File: src/rtl/spififo_pkg.sv
// Shared types and sizing helpers for the SPI FIFO peripheral.
// Used by the top module and its FIFO sub-module.
package spififo_pkg;

    typedef enum logic [1:0] {
        IDLE,
        LOAD,
        SHIFT
    } state_t;

    // Width of a level counter that must represent 0..depth inclusive.
    function automatic int level_w(input int depth);
        return $clog2(depth) + 1;
    endfunction

endpackage

File: src/rtl/spififo_sync_fifo.sv
// Single-clock FIFO with registered level; data at the head is read combinationally.
// A push while full is accepted only if a pop happens in the same cycle; otherwise it is dropped.
module spififo_sync_fifo
    import spififo_pkg::*;
#(
    parameter int WORD_W = 16,
    parameter int DEPTH  = 16
) (
    input  logic                      clk,
    input  logic                      rst,
    input  logic                      push,
    input  logic [WORD_W-1:0]         push_data,
    input  logic                      pop,
    output logic [WORD_W-1:0]         pop_data,
    output logic [level_w(DEPTH)-1:0] level,
    output logic                      full,
    output logic                      empty
);
    localparam int AW = $clog2(DEPTH);
    localparam int LW = level_w(DEPTH);
    localparam logic [LW-1:0] FULL_LVL = LW'(DEPTH);

    logic [WORD_W-1:0] mem [DEPTH];
    logic [AW-1:0]     wr_ptr;
    logic [AW-1:0]     rd_ptr;
    logic              do_push;
    logic              do_pop;

    assign empty    = (level == '0);
    assign full     = (level == FULL_LVL);
    assign do_pop   = pop & ~empty;
    assign do_push  = push & (~full | do_pop);
    assign pop_data = mem[rd_ptr];

    always_ff @(posedge clk) begin
        if (do_push) begin
            mem[wr_ptr] <= push_data;
        end
    end

    always_ff @(posedge clk) begin
        if (rst) begin
            wr_ptr <= '0;
            rd_ptr <= '0;
            level  <= '0;
        end else begin
            if (do_push) wr_ptr <= wr_ptr + 1'b1;
            if (do_pop)  rd_ptr <= rd_ptr + 1'b1;
            case ({do_push, do_pop})
                2'b10:   level <= level + 1'b1;
                2'b01:   level <= level - 1'b1;
                default: level <= level;
            endcase
        end
    end

endmodule

File: src/rtl/spififo_peripheral.sv
// SPI peripheral (mode 0/1, oversampled in refclk) with RX/TX FIFOs, hold, threshold irq and sticky errors.
// Pin-to-FSM latency 3 refclk; TX backpressure via tx_ready, RX words dropped (overflow) when RX is full.
module spififo_peripheral
    import spififo_pkg::*;
#(
    parameter int                WORD_W    = 16,
    parameter int                DEPTH     = 16,
    parameter int                CPHA      = 0,
    parameter logic [WORD_W-1:0] IDLE_WORD = 16'hDDDD
) (
    input  logic                      refclk,
    input  logic                      rst,
    input  logic                      spi_sclk,
    input  logic                      spi_csn,
    input  logic                      spi_copi,
    output logic                      spi_cipo,
    output logic                      spi_hold,
    output logic                      irq,
    input  logic [WORD_W-1:0]         tx_data,
    input  logic                      tx_valid,
    output logic                      tx_ready,
    output logic [WORD_W-1:0]         rx_data,
    output logic                      rx_valid,
    input  logic                      rx_ready,
    output logic [level_w(DEPTH)-1:0] rx_level,
    output logic [level_w(DEPTH)-1:0] tx_level,
    input  logic [level_w(DEPTH)-1:0] irq_thresh,
    output logic                      overflow,
    output logic                      underflow,
    input  logic                      clear_err
);
    localparam int CW = $clog2(WORD_W);
    localparam logic [CW-1:0] LAST_BIT = CW'(WORD_W - 1);

    // Synchronisers track the pins through reset so no false csn edge appears afterwards.
    logic [1:0] sclk_sync, csn_sync, copi_sync;
    logic       sclk_d, csn_d;

    always_ff @(posedge refclk) begin
        sclk_sync <= {sclk_sync[0], spi_sclk};
        csn_sync  <= {csn_sync[0], spi_csn};
        copi_sync <= {copi_sync[0], spi_copi};
        sclk_d    <= sclk_sync[1];
        csn_d     <= csn_sync[1];
    end

    logic sclk_rise, sclk_fall, csn_fall, csn_rise, shift_edge, sample_edge;
    assign sclk_rise   = sclk_sync[1] & ~sclk_d;
    assign sclk_fall   = ~sclk_sync[1] & sclk_d;
    assign csn_rise    = csn_sync[1] & ~csn_d;
    assign csn_fall    = ~csn_sync[1] & csn_d;
    assign shift_edge  = (CPHA == 0) ? sclk_fall : sclk_rise;
    assign sample_edge = (CPHA == 0) ? sclk_rise : sclk_fall;

    logic [WORD_W-1:0] tx_head, load_word, shreg, rx_word;
    logic              tx_full, tx_empty, rx_full, rx_empty;
    logic              tx_pop, rx_push, rx_drop, do_load, do_shift, do_sample;
    logic [CW-1:0]     bit_cnt;
    state_t            state_q, state_d;

    assign tx_ready  = ~tx_full;
    assign rx_valid  = ~rx_empty;
    assign load_word = tx_empty ? IDLE_WORD : tx_head;
    assign rx_word   = {shreg[WORD_W-2:0], copi_sync[1]};
    assign rx_drop   = rx_push & rx_full & ~rx_ready;

    always_comb begin
        state_d   = state_q;
        tx_pop    = 1'b0;
        rx_push   = 1'b0;
        do_load   = 1'b0;
        do_shift  = 1'b0;
        do_sample = 1'b0;
        if (csn_rise) begin
            state_d = IDLE;
        end else begin
            case (state_q)
                IDLE: if (csn_fall) state_d = LOAD;
                LOAD: begin
                    do_load = 1'b1;
                    tx_pop  = ~tx_empty;
                    state_d = SHIFT;
                end
                SHIFT: begin
                    do_shift  = shift_edge;
                    do_sample = sample_edge;
                    if (sample_edge && bit_cnt == LAST_BIT) begin
                        rx_push = 1'b1;
                        state_d = LOAD;
                    end
                end
                default: state_d = IDLE;
            endcase
        end
    end

    always_ff @(posedge refclk) begin
        if (rst) begin
            state_q   <= IDLE;
            shreg     <= '0;
            bit_cnt   <= '0;
            spi_cipo  <= 1'b0;
            spi_hold  <= 1'b1;
            irq       <= 1'b0;
            overflow  <= 1'b0;
            underflow <= 1'b0;
        end else begin
            state_q <= state_d;
            if (do_load) begin
                shreg   <= load_word;
                bit_cnt <= '0;
                if (CPHA == 0) spi_cipo <= load_word[WORD_W-1];
            end
            if (do_shift) spi_cipo <= shreg[WORD_W-1];
            if (do_sample) begin
                shreg   <= rx_word;
                bit_cnt <= bit_cnt + 1'b1;
            end
            spi_hold  <= (tx_level == '0);
            irq       <= (irq_thresh != '0) && (rx_level >= irq_thresh);
            overflow  <= (overflow & ~clear_err) | rx_drop;
            underflow <= (underflow & ~clear_err) | (do_load & tx_empty);
        end
    end

    spififo_sync_fifo #(.WORD_W(WORD_W), .DEPTH(DEPTH)) u_tx_fifo (
        .clk       (refclk),
        .rst       (rst),
        .push      (tx_valid & tx_ready),
        .push_data (tx_data),
        .pop       (tx_pop),
        .pop_data  (tx_head),
        .level     (tx_level),
        .full      (tx_full),
        .empty     (tx_empty)
    );

    spififo_sync_fifo #(.WORD_W(WORD_W), .DEPTH(DEPTH)) u_rx_fifo (
        .clk       (refclk),
        .rst       (rst),
        .push      (rx_push),
        .push_data (rx_word),
        .pop       (rx_ready),
        .pop_data  (rx_data),
        .level     (rx_level),
        .full      (rx_full),
        .empty     (rx_empty)
    );

endmodule

File: config.mk
export PLATFORM = sky130hd
export DESIGN_NAME = spififo_peripheral
export DESIGN_NICKNAME = d
export VERILOG_FILES = /design/src/rtl/spififo_pkg.sv /design/src/rtl/spififo_sync_fifo.sv /design/src/rtl/spififo_peripheral.sv
export SDC_FILE = /design/constraint.sdc
export NUM_CORES = 1
export LEC_CHECK = 0
export CAP_MARGIN = 25
export CORE_MARGIN = 1
export CORE_UTILIZATION = 61
export CTS_CLUSTER_SIZE = 16
export DETAILED_ROUTE_END_ITERATION = 6
export GPL_ROUTABILITY_DRIVEN = 0
export HOLD_SLACK_MARGIN = 0.1
export PLACE_DENSITY = 0.81
export SLEW_MARGIN = 20
export SYNTH_ARGS = -nofsm -noshare
export SYNTH_HDL_FRONTEND = slang
export SYNTH_SLANG_ARGS = --single-unit
File: constraint.sdc
create_clock -name refclk -period 3.7 [get_ports refclk]
set_input_delay 0.74 -clock refclk [delete_from_list [all_inputs] [get_ports refclk]]
set_output_delay 0.74 -clock refclk [all_outputs]
set_load 0.03 [all_outputs]
==> results of run 1 <==
==> stage by stage <==
step                utilization  total power, W  hold WS, ps  cells  area (sq um)
floorplan                     -        0.007599        309.6   1166         22760
global placement         0.6590        0.007748        316.5   1692         24180
detailed placement       0.6590        0.007767        316.7   1692         24180
CTS                      0.7068         0.01313        331.0   1795         25940
global route             0.7069         0.01341        331.8   1795         25940
finish                   0.7070         0.01306        329.2   1797         25950
==> power by group <==
group | internal [W] | total (W) | switching, W | leakage (nW)
Combinational | 0.000157 | 0.000354 | 0.000197 | 2.26
Clock | 0.00309 | 0.00542 | 0.00233 | 0.864
Sequential | 0.00719 | 0.00728 | 0.0000841 | 5.24
==> Yosys cell counts (5+ instances only) <==
cell type	instances
edfxtp_1	512
mux4_2	134
nor2_1	81
dfxtp_1	69
a21oi_1	32
clkbuf_1	27
mux2_2	27
ha_1	23
nor3_1	23
inv_1	19
nand2_1	17
nor4_1	17
buf_2	16
nand2b_1	13
xor2_1	13
mux2i_1	12
a211oi_1	10
and2_1	9
buf_4	9
o21ai_0	9
nand3_1	8
buf_6	7
nand3b_1	7
o22ai_1	7
xnor2_1	6
nor2b_1	5
or3_1	5
==> logic make-up (layout without fill, tap and decap cells) <==
kind of cell    Yosys count  count (layout)  share of synthesized area
fa+ha+maj                23              23                    0.01264
simple gates            202             202                    0.04578
compound gates           80              80                    0.02242
xor+xnor                 19              19                   0.007310
mux                     177             177                     0.1558
flops                   581             581                     0.7361
buf+inv                  84             245                    0.01995
other cells               0               2                          0
==> worst paths after layout <==
| check | startpoint | to | slack (ps) | cells after the start |
|---|---|---|---|---|
| setup / recovery | flip-flop | rx_data[3] | 100 | 4 |
| hold / removal | copi_sync[0]$_DFF_P_ | copi_sync[1]$_DFF_P_ | 330 | 0 |
| setup reg to reg | csn_sync[1]$_DFF_P_ | u_tx_fifo.level[2]$_SDFFE_PP0P_ | 420 | 11 |
| hold reg to reg | copi_sync[0]$_DFF_P_ | copi_sync[1]$_DFF_P_ | 330 | 0 |
==> per-layer routing <==
layer | global-route usage | up-vias | share of wire
met5 | 0 | - | 0
met4 | 0.08778 | 0 | 0.028
met3 | 0.04059 | 97 | 0.068
met2 | 0.4433 | 482 | 0.53
met1 | 0.3219 | 5839 | 0.38
li1 | - | 4947 | -
==> cell type report <==
| cell class | count | share of cell area |
|---|---|---|
| multi-input cells | 501 | 0.2166 |
| repair buffers | 121 | 0.04345 |
| clock buffers | 72 | 0.05984 |
| inverters | 21 | 0.003038 |
| well taps | 468 | 0.02257 |
| diodes | 2 | 0.0001929 |
| clock inverters | 31 | 0.008101 |
| flip-flops and latches | 581 | 0.6462 |
==> registers in the layout, summed over array words and instances (netlist names), 4 cells and up, named ones only <==
name	cells
u_tx_fifo.level	5
u_rx_fifo.wr_ptr	4
u_rx_fifo.rd_ptr	4
u_tx_fifo.rd_ptr	4
u_tx_fifo.wr_ptr	4
u_tx_fifo.mem	256
bit_cnt	4
u_rx_fifo.level	5
u_rx_fifo.mem	256
shreg	16
==> timing repair <==
item | CTS | global route
pin swaps | 0 | 0
buffers inserted | 0 | 0
gates resized for setup | 14 | 2
setup endpoints to repair | 13 | 2
==> metrics.csv, run 1 <==
stage,metric,value,unit
cts,hold_buffers,0,
worst_setup_path,crit_arrival,2860,ps
placed_design,dp_hpwl,26.53,mm
floorplanning,start_util,0.6203,
logic_synthesis,synth_edf_count,512,
logic_synthesis,yosysSeqAreaShare,0.7361,
logic_synthesis,netlist.area_leader.share,0.6754,
layout,layout_commonest_cell,edfxtp_1,
sta,skew,19.18,ps
worst_setup_path,worst_path_most_repeated_cell,mux4_2,
floorplanning,die_area,0.03810,sq mm
worst_setup_path,worst_path_dominant_cell_family,multiplexers,
placed_design,place_ws,363.5,ps
sta,rsz0062_at_grt,false,
layout,layout_common_cells,"edfxtp_1, mux4_2, nor2_1, dfxtp_1, clkbuf_16",
worst_setup_path,crit_type,reg2out,
sta,drv_slew,0,
logic_synthesis,synth.distinct_cells,55,
logic_synthesis,synth_area_leaders,"edfxtp_1, mux4_2, dfxtp_1",
layout,multiInputGateArea,0.005619,sq mm
pwr,powerDensity,503.2,mW/mm^2
hold_path,hp-class,reg2reg,
worst_setup_path,worst-path-buf-inv,2,
floorplanning,rows,70,
cts,clk_transition_reported_paths,60,ps
cts,numCtsBuffers,56,
floorplanning,die_h,195.2,um
drt,post_drt_wl_per_cell,25.80,um
cts,clock-sinks,581,
worst_setup_path,cp_slowest_cell,clkdlybuf4s50_1,
pwr,max-vdd-ir-drop,0.0005085,V
sta,maxClockFrequency,277.9,MHz
layout,fillCellCount,2113,
worst_setup_path,crit_path_start_kind,flip-flop,
logic_synthesis,async_flop_share,0,
layout,nets,1334,
logic_synthesis,syn_area_per_cell,19.52,sq um
drt,drcViolationCount,0,
worst_setup_path,crit_chain,buf_12 -> mux4_2 -> mux4_2 -> clkdlybuf4s50_1,
cts,cts_tree,yes,
logic_synthesis,syn_nets,1218,
worst_setup_path,slowest_delay,600,ps
drt,routed_wl,46.37,mm
grt,grt_max_degree,65,
outcome,status,finished clean,
cts,clk_path_buf_depth,3,
drt,num_vias,11370,
drt,antenna_left,0,
drt,firstDrtPassIters,7,
grt,antenna_found_initial,2,
worst_setup_path,crit_fanout,20,
layout,syn2layout_area_growth,13.98,%
placed_design,io_buffers,61,
logic_synthesis,yosysTopAreaCell,edfxtp_1,
logic_synthesis,synth_area,0.02276,sq mm
drt,drt-vias-per-instance,6.324,
sta,setup-tns-final,0,ps
worst_setup_path,crit_required,2960,ps
logic_synthesis,synth_ff_type,edfxtp_1,
floorplanning,io_pins,62,
sta,worstMarginPinSlew,992.2,ps
sta,slew_headroom,0.3361,
layout,regArea,0.01677,sq mm
cts,htree_num_levels,2,
logic_synthesis,ys_warn_count,0,
grt,grt_pass1_wl,70.75,mm
grt,grt_pass1_vias,11740,
logic_synthesis,ys_seq_elements,581,
flow_run,max_cap_violations,0,
layout,drive_above_1_share,0.2570,
cts,cts_root_buffer,clkbuf_16,
grt,grt_use_total,0.2526,
floorplanning,coreArea,0.03670,sq mm
sta,finalCritPeriodShare,0.9724,
sta,layout_setup_ws,102.2,ps
floorplanning,die_w,195.2,um
worst_setup_path,cp-end-kind,output port,
pwr,cellLeakagePower,8.356,nW
grt,grt-ovfl-total,0,
sta,fin_crit,3598,ps
sta,finalSetupViolCount,0,
drt,drtIter0Drc,1034,
sta,hold_violations,0,
logic_synthesis,synthCells,1166,
cts,insertion_delay,580,ps
(Power assumes the default switching activity.)
==> run 2: changes to the inputs <==
PLACE_DENSITY = 0.79   (was 0.81)
SLEW_MARGIN = unset   (was 20)
==> run 2 against run 1 <==
Against the previous run:
- final cell count is 0.28% lower
- clock skew is 7.7 ps lower
- sequential power hardly changed
- global-route usage is 0.38 points lower
- critical path depth stayed put
- critical path type unchanged
- largest cell class unchanged
- largest power group unchanged
- highest routed layer unchanged
==> metrics.csv, run 2 (same netlist as run 1, synthesis figures left out) <==
stage,metric,value,unit
outcome,status,finished clean,
pwr,powerDensity,492.3,mW/mm^2
drt,drt-vias-per-instance,6.272,
layout,multiInputGateArea,0.005627,sq mm
drt,top_layer,met4,
pwr,seqPwrFrac,0.574,
placed_design,io_buffers,61,
cts,htree_num_levels,2,
floorplanning,start_util,0.6203,
pwr,power_switching_share,0.2008,
worst_setup_path,worst_path_dominant_cell_family,multiplexers,
drt,drtIter0Drc,980,
worst_setup_path,cp-endpoint,rx_data[10],
grt,grt_use_total,0.2488,
drt,met2_length,24.87,mm
worst_setup_path,cp-end-kind,output port,
floorplanning,rows,70,
drt,drcViolationCount,0,
cts,insertion_delay,580,ps
grt,grt-ovfl-total,0,
worst_setup_path,crit_required,2960,ps
floorplanning,die_h,195.2,um
pwr,p_comb_frac,0.028,
layout,fin_area,0.02576,sq mm
grt,grt_pass1_wl,69.75,mm
sta,slew_headroom,0.3401,
worst_setup_path,cp.depth,4,
worst_setup_path,cp_slowest_cell,mux4_2,
sta,finalCritPeriodShare,0.9595,
layout,nets,1332,
pwr,intPower,0.01013,W
grt,grt_pass1_vias,11750,
sta,finalSetupViolCount,0,
layout,syn2layout_area_growth,13.15,%
worst_setup_path,reg2regPathDepth,11,
drt,wl_met1,17.05,mm
cts,clock-sinks,581,
pwr,p_sw,0.002546,W
cts,cts_root_buffer,clkbuf_16,
cts,cts_tree,yes,
placed_design,dp_hpwl,26.82,mm
worst_setup_path,slowest_delay,540,ps
sta,skew,11.50,ps
layout,top_regs,"u_rx_fifo.mem x256, u_tx_fifo.mem x256, shreg x16",
drt,post_drt_wl_per_cell,25.67,um
floorplanning,die_w,195.2,um
floorplanning,die_area,0.03810,sq mm
drt,routed_wl,46.00,mm
hold_path,hp-class,reg2reg,
sta,maxClockFrequency,281.7,MHz
floorplanning,coreArea,0.03670,sq mm
worst_setup_path,worst_path_most_repeated_cell,mux4_2,
layout,drive_above_1_share,0.2540,
sta,worstMarginPinSlew,986.2,ps
sta,hold_violations,0,
worst_setup_path,worst-path-buf-inv,2,
worst_setup_path,crit_path_start_kind,flip-flop,
layout,layout_commonest_cell,edfxtp_1,
worst_setup_path,r2r_slack,350,ps
layout,regArea,0.01677,sq mm
drt,antenna_left,0,
floorplanning,io_pins,62,
worst_setup_path,crit_fanout,25,
drt,num_vias,11240,
cts,clk_transition_reported_paths,60,ps
cts,numCtsBuffers,54,
worst_setup_path,crit_chain,buf_12 -> mux4_2 -> mux4_2 -> dlygate4sd2_1,
worst_setup_path,crit_arrival,2810,ps
worst_setup_path,crit_type,reg2out,
pwr,cellLeakagePower,8.269,nW
drt,firstDrtPassIters,5,
pwr,clockPowerShare,0.398,
drt,dr_wl_met3,2.652,mm
placed_design,dpl-instance-area,0.02416,sq mm
worst_setup_path,reg2reg_from,csn_sync[1]$_DFF_P_,
flow_run,max_cap_violations,0,
pwr,max-vdd-ir-drop,0.0004610,V
grt,antenna_found_initial,0,
worst_setup_path,r2r-end,u_tx_fifo.level[2]$_SDFFE_PP0P_,
sta,drv_slew,0,
pwr,fin_total_pwr,0.01268,W
grt,grt_max_degree,65,
layout,layout_common_cells,"edfxtp_1, mux4_2, nor2_1, dfxtp_1",
sta,setup-tns-final,0,ps
cts,clk_path_buf_depth,3,
layout,fillCellCount,2178,
sta,rsz0062_at_grt,false,
cts,cts_setup_buffers,0,
sta,fin_crit,3550,ps
==> run 2: power by group through the flow <==
stage	combinational, W	clock, W	sequential, W
floorplan	0.000207	0	0.00739
CTS	0.000353	0.00512	0.00728
global route	0.000381	0.00536	0.00729
detailed placement	0.000350	0	0.00742
global placement	0.000339	0	0.00741
finish	0.000350	0.00505	0.00728
==> run 2: timing repair <==
action / CTS / global route
hold endpoints to repair: 0 / 0
hold buffers: 0 / 0
gates resized for setup: 17 / 0
setup endpoints to repair: 16 / 0
==> run 2: cell type report <==
cell class | instances | area share
repair buffers | 121 | 0.04231
clock buffers | 66 | 0.05503
multi-input cells | 501 | 0.2184
well taps | 468 | 0.02273
diodes | 1 | 0.00009715
inverters | 21 | 0.003060
clock inverters | 33 | 0.007383
flip-flops and latches | 581 | 0.6509
==> run 2: layer usage <==
layer	GRT usage	vias up
li1	-	4941
met1	0.3018	5778
met2	0.4515	404
met3	0.03990	117
met4	0.08895	0
met5	0	-
==> run 2: worst min-delay path by stage <==
| stage | from | end | depth (start not counted) |
|---|---|---|---|
| final | sclk_sync[0]$_DFF_P_ | sclk_sync[1]$_DFF_P_ | 0 |
| after global routing | sclk_sync[0]$_DFF_P_ | sclk_sync[1]$_DFF_P_ | 0 |
| after CTS | sclk_sync[0]$_DFF_P_ | sclk_sync[1]$_DFF_P_ | 0 |
| after detailed placement | csn_sync[0]$_DFF_P_ | csn_sync[1]$_DFF_P_ | 0 |
| after global placement | csn_sync[0]$_DFF_P_ | csn_sync[1]$_DFF_P_ | 0 |
| after floorplan | copi_sync[0]$_DFF_P_ | copi_sync[1]$_DFF_P_ | 0 |
==> run 2: metrics by stage <==
step,util,worst slack [ps],instances,hold WS (ps)
6_report,0.7019,149.7,1792,328.7
4_1_cts,0.7018,79.93,1791,330.3
3_5_place_dp,0.6585,268.3,1692,313.6
2_1_floorplan,-,355.2,1166,309.6
5_1_grt,0.7018,33.37,1791,333.7
3_3_place_gp,0.6585,339.4,1692,311.8
==> run 2: worst reg2reg max path: cells and delay by family, from the launching register on <==
kind | cells | cell delay (ps)
AND/OR/NAND/NOR | 4 | 1490
buffers and inverters | 1 | 270
AO/OA/AOI/OAI | 2 | 330
XOR/XNOR | 2 | 240
adder cells (fa/ha/maj) | 2 | 610
flip-flops | 1 | 340
